File: config.mk
export PLATFORM = sky130hd
export DESIGN_NAME = ram_port_arbiter
export DESIGN_NICKNAME = d
export VERILOG_FILES = /design/src/rtl/ram_port_arbiter_pkg.sv /design/src/rtl/ram_port_arbiter_rr_arb2.sv /design/src/rtl/ram_port_arbiter.sv
export SDC_FILE = /design/constraint.sdc
export NUM_CORES = 1
export LEC_CHECK = 0
export CORE_UTILIZATION = 30
export DETAILED_ROUTE_END_ITERATION = 8
export PLACE_DENSITY = 0.71
export SLEW_MARGIN = 20
export SYNTH_ARGS = -nofsm -noshare
export SYNTH_HDL_FRONTEND = slang
export SYNTH_SLANG_ARGS = --single-unit
File: constraint.sdc
create_clock -name clk -period 1.1 [get_ports clk]
set_input_delay 0.11 -clock clk [delete_from_list [all_inputs] [get_ports clk]]
set_output_delay 0.11 -clock clk [all_outputs]
set_load 0.02 [all_outputs]
File: src/rtl/ram_port_arbiter_pkg.sv
// ============================================================================
//  Module      : ram_port_arbiter_pkg
//  Description : Shared definitions for the two-port RAM arbiter. Holds the
//                default RAM geometry, the requester ID encoding and the tag
//                carried down the read-response pipe.
//  Revision    : 1.0 - initial release
// ============================================================================
`default_nettype none

package ram_port_arbiter_pkg;

    localparam int ADDR_W_DEF = 5;
    localparam int DATA_W_DEF = 8;

    // Requester identifiers as carried in the response pipe and pointer
    localparam logic ID_A = 1'b0;
    localparam logic ID_B = 1'b1;

    // One slot of the read-response pipe
    typedef struct packed {
        logic valid;
        logic id;
    } rsp_tag_t;

endpackage

`default_nettype wire

File: src/rtl/ram_port_arbiter_rr_arb2.sv
// ============================================================================
//  Module      : rr_arb2
//  Description : Two-input round-robin grant with bounded lock hold.
//                Ports:
//                  clk, rst          - clock, synchronous active-high reset
//                  req_a/req_b       - requests
//                  lock_a/lock_b     - burst lock requests
//                  gnt_a/gnt_b       - combinational one-hot grants
//  Revision    : 1.0 - initial release
// ============================================================================
`default_nettype none

module rr_arb2
    import ram_port_arbiter_pkg::*;
#(
    parameter int MAX_LOCK = 8
) (
    input  logic clk,
    input  logic rst,
    input  logic req_a,
    input  logic req_b,
    input  logic lock_a,
    input  logic lock_b,
    output logic gnt_a,
    output logic gnt_b
);

    localparam int              CNT_W = 4;
    localparam logic [CNT_W-1:0] c_max_lock = CNT_W'(MAX_LOCK);

    logic             r_ptr;        // ID that wins a tie
    logic             r_own_vld;    // an owner has been recorded since reset
    logic             r_own_id;     // ID of last accepted requester
    logic [CNT_W-1:0] r_lock_cnt;   // contended grants held under lock

    logic             w_acc;
    logic             w_id;
    logic             w_lock;
    logic             w_other_req;
    logic             w_own_lock;
    logic [CNT_W-1:0] w_base;
    logic [CNT_W-1:0] w_cnt_inc;

    // A is granted unless B also requests and B holds the pointer
    always_comb begin
        gnt_a = 1'b0;
        gnt_b = 1'b0;
        if (!rst) begin
            if (req_a && !(req_b && (r_ptr == ID_B))) begin
                gnt_a = 1'b1;
            end else if (req_b) begin
                gnt_b = 1'b1;
            end
        end
    end

    // Grants are only ever raised alongside their request
    assign w_acc       = gnt_a | gnt_b;
    assign w_id        = gnt_b ? ID_B : ID_A;
    assign w_lock      = gnt_b ? lock_b : lock_a;
    assign w_other_req = gnt_b ? req_a : req_b;
    assign w_own_lock  = (r_own_id == ID_B) ? lock_b : lock_a;

    // Count restarts whenever ownership moves to the other requester
    assign w_base    = (r_own_vld && (r_own_id == w_id)) ? r_lock_cnt : '0;
    assign w_cnt_inc = w_base + CNT_W'(1);

    always_ff @(posedge clk) begin
        if (rst) begin
            r_ptr      <= ID_A;
            r_own_vld  <= 1'b0;
            r_own_id   <= ID_A;
            r_lock_cnt <= '0;
        end else if (w_acc) begin
            r_own_vld <= 1'b1;
            r_own_id  <= w_id;
            if (!w_lock) begin
                r_lock_cnt <= '0;
                r_ptr      <= ~w_id;
            end else if (w_other_req) begin
                // Budget exhausted: hand the next tie to the waiting side
                if (w_cnt_inc >= c_max_lock) begin
                    r_lock_cnt <= '0;
                    r_ptr      <= ~w_id;
                end else begin
                    r_lock_cnt <= w_cnt_inc;
                    r_ptr      <= w_id;
                end
            end else begin
                // Uncontended locked access never consumes lock budget
                r_lock_cnt <= w_base;
                r_ptr      <= w_id;
            end
        end else if (r_own_vld && !w_own_lock) begin
            r_lock_cnt <= '0;
        end
    end

endmodule

`default_nettype wire

File: src/rtl/ram_port_arbiter.sv
// ============================================================================
//  Module      : ram_port_arbiter
//  Description : Shares one single-port RAM between requesters A and B.
//                Ports:
//                  clk, rst                 - clock, sync active-high reset
//                  req/we/lock/addr/wdata_x - requester command inputs
//                  gnt_x                    - combinational grant
//                  rd_valid_x, rd_data_x    - registered read response
//                  ram_en/we/addr/wr_data   - registered RAM command
//                  ram_rd_data              - RAM read data
//  Revision    : 1.0 - initial release
// ============================================================================
`default_nettype none

module ram_port_arbiter
    import ram_port_arbiter_pkg::*;
#(
    parameter int ADDR_W   = ADDR_W_DEF,
    parameter int DATA_W   = DATA_W_DEF,
    parameter int RD_LAT   = 1,
    parameter int MAX_LOCK = 8
) (
    input  logic              clk,
    input  logic              rst,
    input  logic              req_a,
    input  logic              req_b,
    input  logic              we_a,
    input  logic              we_b,
    input  logic              lock_a,
    input  logic              lock_b,
    input  logic [ADDR_W-1:0] addr_a,
    input  logic [ADDR_W-1:0] addr_b,
    input  logic [DATA_W-1:0] wdata_a,
    input  logic [DATA_W-1:0] wdata_b,
    output logic              gnt_a,
    output logic              gnt_b,
    output logic              rd_valid_a,
    output logic              rd_valid_b,
    output logic [DATA_W-1:0] rd_data_a,
    output logic [DATA_W-1:0] rd_data_b,
    output logic              ram_en,
    output logic              ram_we,
    output logic [ADDR_W-1:0] ram_addr,
    output logic [DATA_W-1:0] ram_wr_data,
    input  logic [DATA_W-1:0] ram_rd_data
);

    logic              w_acc;
    logic              w_id;
    logic              w_we;
    logic [ADDR_W-1:0] w_addr;
    logic [DATA_W-1:0] w_wdata;
    rsp_tag_t          w_tail;

    logic              r_ram_en;
    logic              r_ram_we;
    logic [ADDR_W-1:0] r_ram_addr;
    logic [DATA_W-1:0] r_ram_wr_data;
    rsp_tag_t [RD_LAT:0] r_pipe;
    logic              r_rd_valid_a;
    logic              r_rd_valid_b;
    logic [DATA_W-1:0] r_rd_data_a;
    logic [DATA_W-1:0] r_rd_data_b;

    rr_arb2 #(
        .MAX_LOCK (MAX_LOCK)
    ) u_arb (
        .clk    (clk),
        .rst    (rst),
        .req_a  (req_a),
        .req_b  (req_b),
        .lock_a (lock_a),
        .lock_b (lock_b),
        .gnt_a  (gnt_a),
        .gnt_b  (gnt_b)
    );

    // Select the command of whichever port wins this cycle
    assign w_acc   = gnt_a | gnt_b;
    assign w_id    = gnt_b ? ID_B : ID_A;
    assign w_we    = gnt_b ? we_b : we_a;
    assign w_addr  = gnt_b ? addr_b : addr_a;
    assign w_wdata = gnt_b ? wdata_b : wdata_a;

    always_ff @(posedge clk) begin
        if (rst) begin
            r_ram_en      <= 1'b0;
            r_ram_we      <= 1'b0;
            r_ram_addr    <= '0;
            r_ram_wr_data <= '0;
        end else if (w_acc) begin
            r_ram_en      <= 1'b1;
            r_ram_we      <= w_we;
            r_ram_addr    <= w_addr;
            r_ram_wr_data <= w_wdata;
        end else begin
            // Address and data hold so the RAM pins stay quiet when idle
            r_ram_en <= 1'b0;
            r_ram_we <= 1'b0;
        end
    end

    // Slot 0 is loaded on the accept edge; the tail lines up with the
    // cycle in which ram_rd_data carries the matching word.
    always_ff @(posedge clk) begin
        if (rst) begin
            r_pipe <= '0;
        end else begin
            r_pipe[0] <= '{valid: w_acc && !w_we, id: w_id};
            for (int i = 1; i <= RD_LAT; i++) begin
                r_pipe[i] <= r_pipe[i-1];
            end
        end
    end

    assign w_tail = r_pipe[RD_LAT];

    always_ff @(posedge clk) begin
        if (rst) begin
            r_rd_valid_a <= 1'b0;
            r_rd_valid_b <= 1'b0;
            r_rd_data_a  <= '0;
            r_rd_data_b  <= '0;
        end else begin
            r_rd_valid_a <= w_tail.valid && (w_tail.id == ID_A);
            r_rd_valid_b <= w_tail.valid && (w_tail.id == ID_B);
            if (w_tail.valid && (w_tail.id == ID_A)) begin
                r_rd_data_a <= ram_rd_data;
            end
            if (w_tail.valid && (w_tail.id == ID_B)) begin
                r_rd_data_b <= ram_rd_data;
            end
        end
    end

    assign ram_en      = r_ram_en;
    assign ram_we      = r_ram_we;
    assign ram_addr    = r_ram_addr;
    assign ram_wr_data = r_ram_wr_data;
    assign rd_valid_a  = r_rd_valid_a;
    assign rd_valid_b  = r_rd_valid_b;
    assign rd_data_a   = r_rd_data_a;
    assign rd_data_b   = r_rd_data_b;

endmodule

`default_nettype wire

## After elaboration in Yosys (flattened, before gate mapping)

Index checks and enable logic that the tools add are counted.
W data, S select, Z words.

| storage, ports and cells | value |
|---|---|
| bits in registers | 44 |
| input bits | 42 |
| output and inout bits | 35 |
| word-level logic and storage cells | 57 |

| cells by class | value |
|---|---|
| add/subtract/negate cells | 1 |
| order comparisons | 1 |
| eq/ne operators | 1 |
| muxes and demuxes | 22 |
| bitwise operators | 4 |
| reductions and logical operators | 12 |

Operators with widths:

| operator | number |
|---|---|
| $mux W4 | 6 |
| $mux W1 | 14 |
| $mux W8 | 1 |
| $logic_and A1 B1 Y1 | 7 |
| $mux W5 | 1 |
| $add A4 B1 Y4 const B | 1 |
| $ge A4 B4 Y1 const B | 1 |
| $logic_not A1 Y1 | 3 |
| $not A1 Y1 | 3 |
| $reduce_bool A2 Y1 | 1 |
| $reduce_or A2 Y1 | 1 |
| $eq A1 B1 Y1 | 1 |
| $or A1 B1 Y1 | 1 |

## Depth between registers and ports, before layout

Gate-level depths: netlist (run 1).

| depth | value |
|---|---|
| word-level depth | 15 |
| gate-level depth with buffers | 7 |
| gate-level depth less buffers | 5 |

## Modules after synthesis

From an unflattened synthesis (run 1), not the netlist that was laid out.

| unflattened totals | value |
|---|---|
| cells, all modules | 217 |
| area, all modules | 1971.9 µm² |

Modules (own cells, without submodules):

| module | times used | cells each | area each (µm²) | sequential area each (µm²) |
|---|---|---|---|---|
| ram_port_arbiter | 1 | 153 | 1468.9 | 740.7 |
| rr_arb2 | 1 | 64 | 503.0 | 140.1 |

## Worst setup path before layout (run 1)

OpenSTA, ideal clock, no wires.

| timing | value |
|---|---|
| kind | flip-flop to flip-flop |
| start point | register u_arb.r_ptr |
| end point | register u_arb.r_lock_cnt[1] |
| setup time | 0.117 ns |
| arrival time | 1.101 ns |
| data required time | 0.983 ns |
| setup slack | -0.119 ns |
| cell stages (with the launch flop) | 5 |
| path buffers | 0 |
| cell sequence | dfxtp_1 nand2b_4 a32o_2 nor2b_4 a32o_1 |

| on the way | value |
|---|---|
| cells in the longest elaborated chain, start to end | 15 |
| elaborated cells on any way between the ends | 21 |
| those cells by class | add/sub: 1; order compare: 1; eq/ne: 1; mux: 12; bitwise: 1; reduce/logical: 5 |

Ends and longest elaborated chain:

| what | RTL line | source |
|---|---|---|
| start: declaration | ram_port_arbiter_rr_arb2.sv:31 | `logic r_ptr;` |
| start signal: assignment | ram_port_arbiter_rr_arb2.sv:79 | `r_ptr <= ~w_id;` |
| start signal: assignment | ram_port_arbiter_rr_arb2.sv:84 | `r_ptr <= ~w_id;` |
| start signal: assignment | ram_port_arbiter_rr_arb2.sv:87 | `r_ptr <= w_id;` |
| $logic_and A1 B1 Y1 * | ram_port_arbiter_rr_arb2.sv:49 | `if (req_a && !(req_b && (r_ptr == ID_B))) begin` |
| $logic_not A1 Y1 * | ram_port_arbiter_rr_arb2.sv:49 |  |
| $logic_and A1 B1 Y1 * | ram_port_arbiter_rr_arb2.sv:49 |  |
| $mux W1 | ram_port_arbiter_rr_arb2.sv:49 |  |
| $mux W1 | ram_port_arbiter_rr_arb2.sv:48 | `if (!rst) begin` |
| $mux W1 | ram_port_arbiter_rr_arb2.sv:59 | `assign w_id = gnt_b ? ID_B : ID_A;` |
| $eq A1 B1 Y1 | ram_port_arbiter_rr_arb2.sv:65 | `assign w_base = (r_own_vld && (r_own_id == w_id)) ? r_lock_cnt : '0;` |
| $logic_and A1 B1 Y1 | ram_port_arbiter_rr_arb2.sv:65 |  |
| $mux W4 | ram_port_arbiter_rr_arb2.sv:65 |  |
| $add A4 B1 Y4 | ram_port_arbiter_rr_arb2.sv:66 | `assign w_cnt_inc = w_base + CNT_W'(1);` |
| $ge A4 B4 Y1 | ram_port_arbiter_rr_arb2.sv:82 | `if (w_cnt_inc >= c_max_lock) begin` |
| $mux W4 | ram_port_arbiter_rr_arb2.sv:82 |  |
| $mux W4 | ram_port_arbiter_rr_arb2.sv:80 | `end else if (w_other_req) begin` |
| $mux W4 | ram_port_arbiter_rr_arb2.sv:77 | `if (!w_lock) begin` |
| $mux W4 | ram_port_arbiter_rr_arb2.sv:74 | `end else if (w_acc) begin` |
| end signal: assignment | ram_port_arbiter_rr_arb2.sv:86 | `r_lock_cnt <= w_cnt_inc;` |
| end signal: assignment | ram_port_arbiter_rr_arb2.sv:91 | `r_lock_cnt <= w_base;` |
| end: declaration | ram_port_arbiter_rr_arb2.sv:34 | `logic [CNT_W-1:0] r_lock_cnt;` |

Every way passes the cells marked *; elsewhere a longest branch is shown, timed or not.
A chain may end at the register's enable or synchronous reset.

## Worst setup path in the final report (run 1)

Ends and elaborated chain as after synthesis.

==> results of run 1 <==
==> kinds of logic after synthesis <==
| family | count (synthesis) | synth area share, % |
|---|---|---|
| AO/OA/AOI/OAI | 51 | 21.0 |
| XOR/XNOR | 1 | 0.433 |
| buffers and inverters | 18 | 6.37 |
| flip-flops | 44 | 43.5 |
| multiplexers | 3 | 1.55 |
| AND/OR/NAND/NOR | 109 | 27.1 |
==> critical path, delay by kind of cell (launching register included) <==
kind	cells	cell delay [ns]
AND/OR/NAND/NOR	2	0.30
AO/OA/AOI/OAI	2	0.50
flip-flops	1	0.35
==> per-stage QoR <==
step / cell area [µm²] / util (%) / setup slack, ns / cells
floorplan: 2020 / - / -0.0825 / 226
global placement: 3010 / 46.8 / -0.551 / 391
detailed placement: 3010 / 46.8 / -0.572 / 391
CTS: 3170 / 49.4 / -0.163 / 402
global route: 3200 / 49.8 / -0.184 / 402
finish: 3200 / 49.8 / -0.151 / 402
==> power by group through the flow <==
| stage | Clock [µW] | Combinational (µW) | Sequential, µW |
|---|---|---|---|
| floorplan | 0 | 320 | 1800 |
| global placement | 0 | 764 | 1740 |
| detailed placement | 0 | 770 | 1740 |
| CTS | 1340 | 771 | 1710 |
| global route | 1420 | 852 | 1720 |
| finish | 1310 | 794 | 1710 |
==> what timing repair did <==
action                     4_1_cts  5_1_grt
setup endpoints to repair       55       59
buffers inserted                 2        0
gates resized for setup         70       52
cloned                           1        0
pin swaps                        6        1
==> layer usage <==
layer | vias to the layer above | part of all wire, %
met5 | - | 0
met4 | 0 | 0.43
met3 | 2 | 8.9
met2 | 82 | 49
met1 | 883 | 42
li1 | 977 | -
==> area by class of cell <==
type,count,area [µm²]
flip-flops and latches,44,885
repair buffers,107,976
fillers,631,3230
well taps,77,96.3
inverters,2,12.5
clock buffers,6,82.6
clock inverters,2,38.8
multi-input cells,164,1100
==> cells in the mapped netlist, types with 2 or more instances <==
library cell / n / area share, %
buf_2: 5 / 1.2
nor4_1: 2 / 0.62
o21ai_0: 2 / 0.49
nand2_2: 9 / 2.8
buf_4: 3 / 1.1
nand3_1: 11 / 2.7
a32o_1: 2 / 0.99
a311oi_2: 9 / 6.7
nor2b_1: 8 / 2.5
dfxtp_1: 44 / 44
nor2_1: 20 / 3.7
buf_1: 3 / 0.56
a311oi_1: 4 / 1.7
buf_6: 3 / 1.7
a21oi_1: 21 / 5.2
nand2b_1: 5 / 1.5
mux2i_1: 2 / 0.99
nand2_1: 43 / 8.0
==> worst max-delay path by stage <==
stage	endpoint	slack, ns	cells past startpoint
2_1_floorplan	u_arb.r_lock_cnt[1]	-0.08	4
3_3_place_gp	gnt_a	-0.55	4
3_5_place_dp	gnt_a	-0.57	4
4_1_cts	u_arb.r_lock_cnt[1]	-0.16	5
5_1_grt	u_arb.r_lock_cnt[1]	-0.18	5
6_report	u_arb.r_lock_cnt[1]	-0.15	4
==> registers in the layout, indices dropped and copies added (netlist names), 4 cells and up <==
register,cells
ram_wr_data,8
rd_data_a,8
rd_data_b,8
ram_addr,5
r_pipe,4
u_arb.r_lock_cnt,4
==> reports/metrics.yaml, run 1 <==
syn_avg_cell_area_um2: 8.95
num_vias: 1944
pwr-share-comb_pct: 20.9
run_status: "finished with violations"
maxCapViolCount: 0
wl_per_cell_um: 12.7
row_count: 29
leakage_uw: 0.00128
yosysWarnings: 0
synth.distinct_cells: 48
whs_endpoint: "u_arb.r_lock_cnt[0]"
switching_share_pct: 25.8
place_congestion: 0.823
slew_headroom_pct: 77.0
die_area_mm2: 0.00708
switching_power_uw: 982
clockRootBuffer: "clkbuf_8"
vias_per_cell: 4.84
p_int_uw: 2830
synth-seq-cells: 44
slowest_stage: "dfxtp_2"
setup.worst_path.class: "reg2reg"
period_needed_ns: 1.25
htree_levels: 2
portBuffers: 76
r2r-end: "u_arb.r_lock_cnt[1]"
cts_buffers: 5
grt_busiest_layer: "met2"
cts_buffer_depth: 2
core_mm2: 0.00642
grt_use_met3_pct: 6.23
rsz0062_at_grt: "yes"
post-route-period-util_pct: 114
cts_tree: "done"
whs_ns: 0.373
drv_slew: 0
hold_path.class: "in2reg"
drc: 8
crit_path_end_kind: "register"
fmaxAchievable_ghz: 0.800
first_global_vias: 1827
grt_pass1_wl_um: 8380
worst_pin_slew_ns: 0.343
async_reset_ff_share_pct: 0
startpoint_type: "register"
reg2reg_depth: 4
grtUsageMet2_pct: 26.0
die_h_um: 84.1
ys_seq_area_share_pct: 43.5
worst_ep_arrival_time_ns: 1.44
grt-ovfl-total: 0
p_clk_share_pct: 34.3
powerDensity_mw_per_mm2: 1190
die_w_um: 84.1
syn_to_final_growth_pct: 57.9
path_cells: "nand2b_4 > a32o_2 > nor2b_4 > a32o_1"
drt_iter0_drc: 65
drive_gt1_share_pct: 32.3
fin_ws_ns: -0.151
reg2reg_from: "u_arb.r_ptr"
synth_flop_cell: "dfxtp_1"
ant_nets: 0
antenna_cells: 0
initial_core_util_pct: 31.5
hpwl_um: 3720
synth_edf_count: 0
setup_viol: 22
syn_area_mm2: 0.00202
pwr-share-seq_pct: 44.8
worst_clock_skew_ns: 0.00233
power_uw: 3810
grt_start_max_net_pins: 43
failed_checks: "design-rule violations, negative setup slack"
min_path_cells: 5
setup-tns-final_ns: -1.89
reg2reg_slack_ns: -0.15
cts_hold_buf: 0
mostFrequentLayoutCells: "nand2_1, dfxtp_1, clkdlybuf4s50_1"
max-vdd-ir-drop_mv: 0.631
syn_inst: 226
critical_path.startpoint: "u_arb.r_ptr"
syn_nets: 268
clkTransAtPathRegs_ns: 0.08
cp.required_ns: 1.29
holdCritStartpoint: "rst"
finalWirelength_um: 5100
firstDrtPassIters: 6
num_io_pins: 77
clock_sinks: 44
grt_usage_pct: 14.6
gr-usage-met1_pct: 16.1
clkLatencyLatePin_ns: 0.29
hold_viol: 0
antenna_found_initial: 0
nets: 366
worstPathMaxFanout: 4
cp_slowest_stage_delay_ns: 0.35
(Power assumes the default switching activity.)
==> inputs of run 2 (changes only) <==
- CELL_PAD_IN_SITES_DETAIL_PLACEMENT: unset -> 1
- CELL_PAD_IN_SITES_GLOBAL_PLACEMENT: unset -> 1
- CORE_UTILIZATION: 30 -> 29
- PLACE_DENSITY: 0.71 -> 0.88
==> run 2 against run 1 <==
Compared with the run above:
- the flow finishes with violations (negative setup slack)
- clock power is essentially flat
- critical path depth is the same
- first-iteration DRC count shrank 12%
- cell area grew 6.2%
- via count grew 3.7%
- clock-buffer cell count is the same
- sequential cell count is the same
- global-route usage grew 3.3 points
- highest routed layer unchanged
- largest cell class unchanged
- sequential power is essentially flat
- core utilization grew 0.48 points
==> reports/metrics.yaml, run 2 (synthesis gave the netlist of run 1 again) <==
run_status: "finished with violations"
failed_checks: "negative setup slack"
vias_per_cell: 4.91  # +1.6%
critical_path.startpoint: "u_arb.r_ptr"
wl_per_cell_um: 16.1  # +27%
grt-ovfl-total: 0  # unchanged
core_mm2: 0.00676  # +5.2%
switching_power_uw: 1060  # +7.6%
setup_viol: 21  # -4.5%
num_vias: 2015  # +3.7%
ant_nets: 0  # unchanged
period_needed_ns: 1.27  # +0.0189 ns
multi_input_area_mm2: 0.00121  # +9.2%
cts_buffer_depth: 2  # unchanged
stdcell_area_mm2: 0.00339  # +6.2%
htree_levels: 2  # unchanged
switching_share_pct: 26.8  # +1.0 points
cp.required_ns: 1.28  # about the same
clkTransAtPathRegs_ns: 0.09  # about the same
power_uw: 3940  # +3.4%
reg2reg_depth: 4  # unchanged
initial_core_util_pct: 29.9  # -1.6 points
powerDensity_mw_per_mm2: 1160  # -2.7%
syn_to_final_growth_pct: 67.8
die_w_um: 85.5  # +1.7%
worst_clock_skew_ns: 0.00844  # +0.00611 ns
antenna_found_initial: 0  # unchanged
place_congestion: 0.835  # +1.4%
pwr-share-comb_pct: 23.2  # +2.3 points
cts_buffers: 5  # unchanged
fin_ws_ns: -0.170  # -0.0189 ns
row_count: 30  # +3.4%
leakage_uw: 0.00140  # +9.9%
die_area_mm2: 0.00731  # +3.4%
nets: 371  # +1.4%
max-vdd-ir-drop_mv: 0.653  # +3.6%
p_int_uw: 2880  # +1.9%
regArea_um2: 885  # unchanged
clockRootBuffer: "clkbuf_8"
final_util_pct: 50.2  # +0.48 points
setup-tns-final_ns: -2.29  # -0.395 ns
cts_tree: "done"
post-route-period-util_pct: 115  # +1.7 points
grt_start_max_net_pins: 34  # -21%
die_h_um: 85.5  # +1.7%
final_common_cell: "dfxtp_1"
portBuffers: 76  # unchanged
fmaxAchievable_ghz: 0.788  # -1.5%
drt_iter0_drc: 57  # -12%
drive_gt1_share_pct: 36.7  # +4.4 points
pwr-share-seq_pct: 43.5  # -1.3 points
antenna_cells: 0  # unchanged
drc: 0  # -8
worstPathMaxFanout: 4  # unchanged
hold_viol: 0  # unchanged
whs_ns: 0.258  # -0.115 ns
grt_pass1_wl_um: 10400  # +24%
drv_slew: 0  # unchanged
min_path_cells: 3  # -2
worst_pin_slew_ns: 0.428  # +0.0848 ns
num_io_pins: 77  # unchanged
firstDrtPassIters: 4  # -2
clock_sinks: 44  # unchanged
mostFrequentLayoutCells: "dfxtp_1, clkdlybuf4s50_1, nand2_1"
rsz0062_at_grt: "yes"
setup.worst_path.class: "reg2reg"
finalWirelength_um: 6610  # +29%
reg2reg_slack_ns: -0.17  # -0.02 ns
maxCapViolCount: 0  # unchanged
grt_usage_pct: 18.0  # +3.3 points
r2r-end: "u_arb.r_lock_cnt[2]"
critPathCapture: "u_arb.r_lock_cnt[2]"
cts_hold_buf: 0  # unchanged
startpoint_type: "register"
worst_ep_arrival_time_ns: 1.45  # about the same
first_global_vias: 2190  # +20%
p_clk_share_pct: 33.3  # -1.0 points
nFillCells: 745  # +18%
hold_path.class: "in2reg"
slew_headroom_pct: 71.4  # -5.5 points
reg2reg_from: "u_arb.r_ptr"
crit_path_end_kind: "register"
dpl-instance-area_mm2: 0.00299  # -0.71%
clkLatencyLatePin_ns: 0.29  # about the same
hpwl_um: 4400  # +18%
==> run 2: power groups by stage <==
| stage | Combinational (µW) | Sequential [µW] | Clock [µW] |
|---|---|---|---|
| global placement | 748 | 1740 | 0 |
| finish | 913 | 1710 | 1310 |
| global route | 970 | 1720 | 1430 |
| floorplan | 320 | 1800 | 0 |
| CTS | 857 | 1710 | 1330 |
| detailed placement | 768 | 1750 | 0 |
==> run 2: final cells by class <==
type / count / area share [%]
Multi-Input combinational cell: 164 / 35.5
Timing Repair Buffer: 112 / 31.3
Sequential cell: 44 / 26.1
Tap cell: 80 / 2.95
Clock buffer: 6 / 2.43
Clock inverter: 2 / 1.14
Inverter: 2 / 0.590
==> run 2: per-layer routing <==
metal / GRT usage (%) / routed length (µm) / vias up
met3: 5.58 / 385 / 10
met1: 19.8 / 2640 / 944
met4: 4.70 / 123 / 0
li1: - / - / 991
met2: 33.2 / 3460 / 70
met5: 0 / 0 / -
==> run 2: worst min path at each step <==
| stage | slack [ns] | endpoint | startpoint |
|---|---|---|---|
| after floorplan | 0.25 | rd_data_a[0] | ram_rd_data[0] |
| after global placement | 0.43 | r_pipe[2] | r_pipe[0] |
| after detailed placement | 0.44 | r_pipe[2] | r_pipe[0] |
| after CTS | 0.24 | ram_wr_data[0] | rst |
| after global routing | 0.26 | ram_addr[4] | rst |
| final | 0.26 | ram_addr[4] | rst |
==> run 2: per-stage QoR <==
stage	setup slack [ns]	cells
global placement	-0.547	394
global route	-0.200	410
detailed placement	-0.605	394
floorplan	-0.0825	226
finish	-0.170	410
CTS	-0.197	410
==> run 2: what timing repair did <==
action | in CTS | in global routing
endpoints found under the setup margin | 55 | 59
pin swaps | 17 | 18
buffers inserted | 4 | 0
gates resized for setup | 83 | 68
cloned | 4 | 0
==> run 2: critical path: stages, from the launching register on <==
cell	delay, ns
dfxtp_2	0.36
nand2b_4	0.18
a21oi_2	0.09
or2_1	0.26
a32o_1	0.25
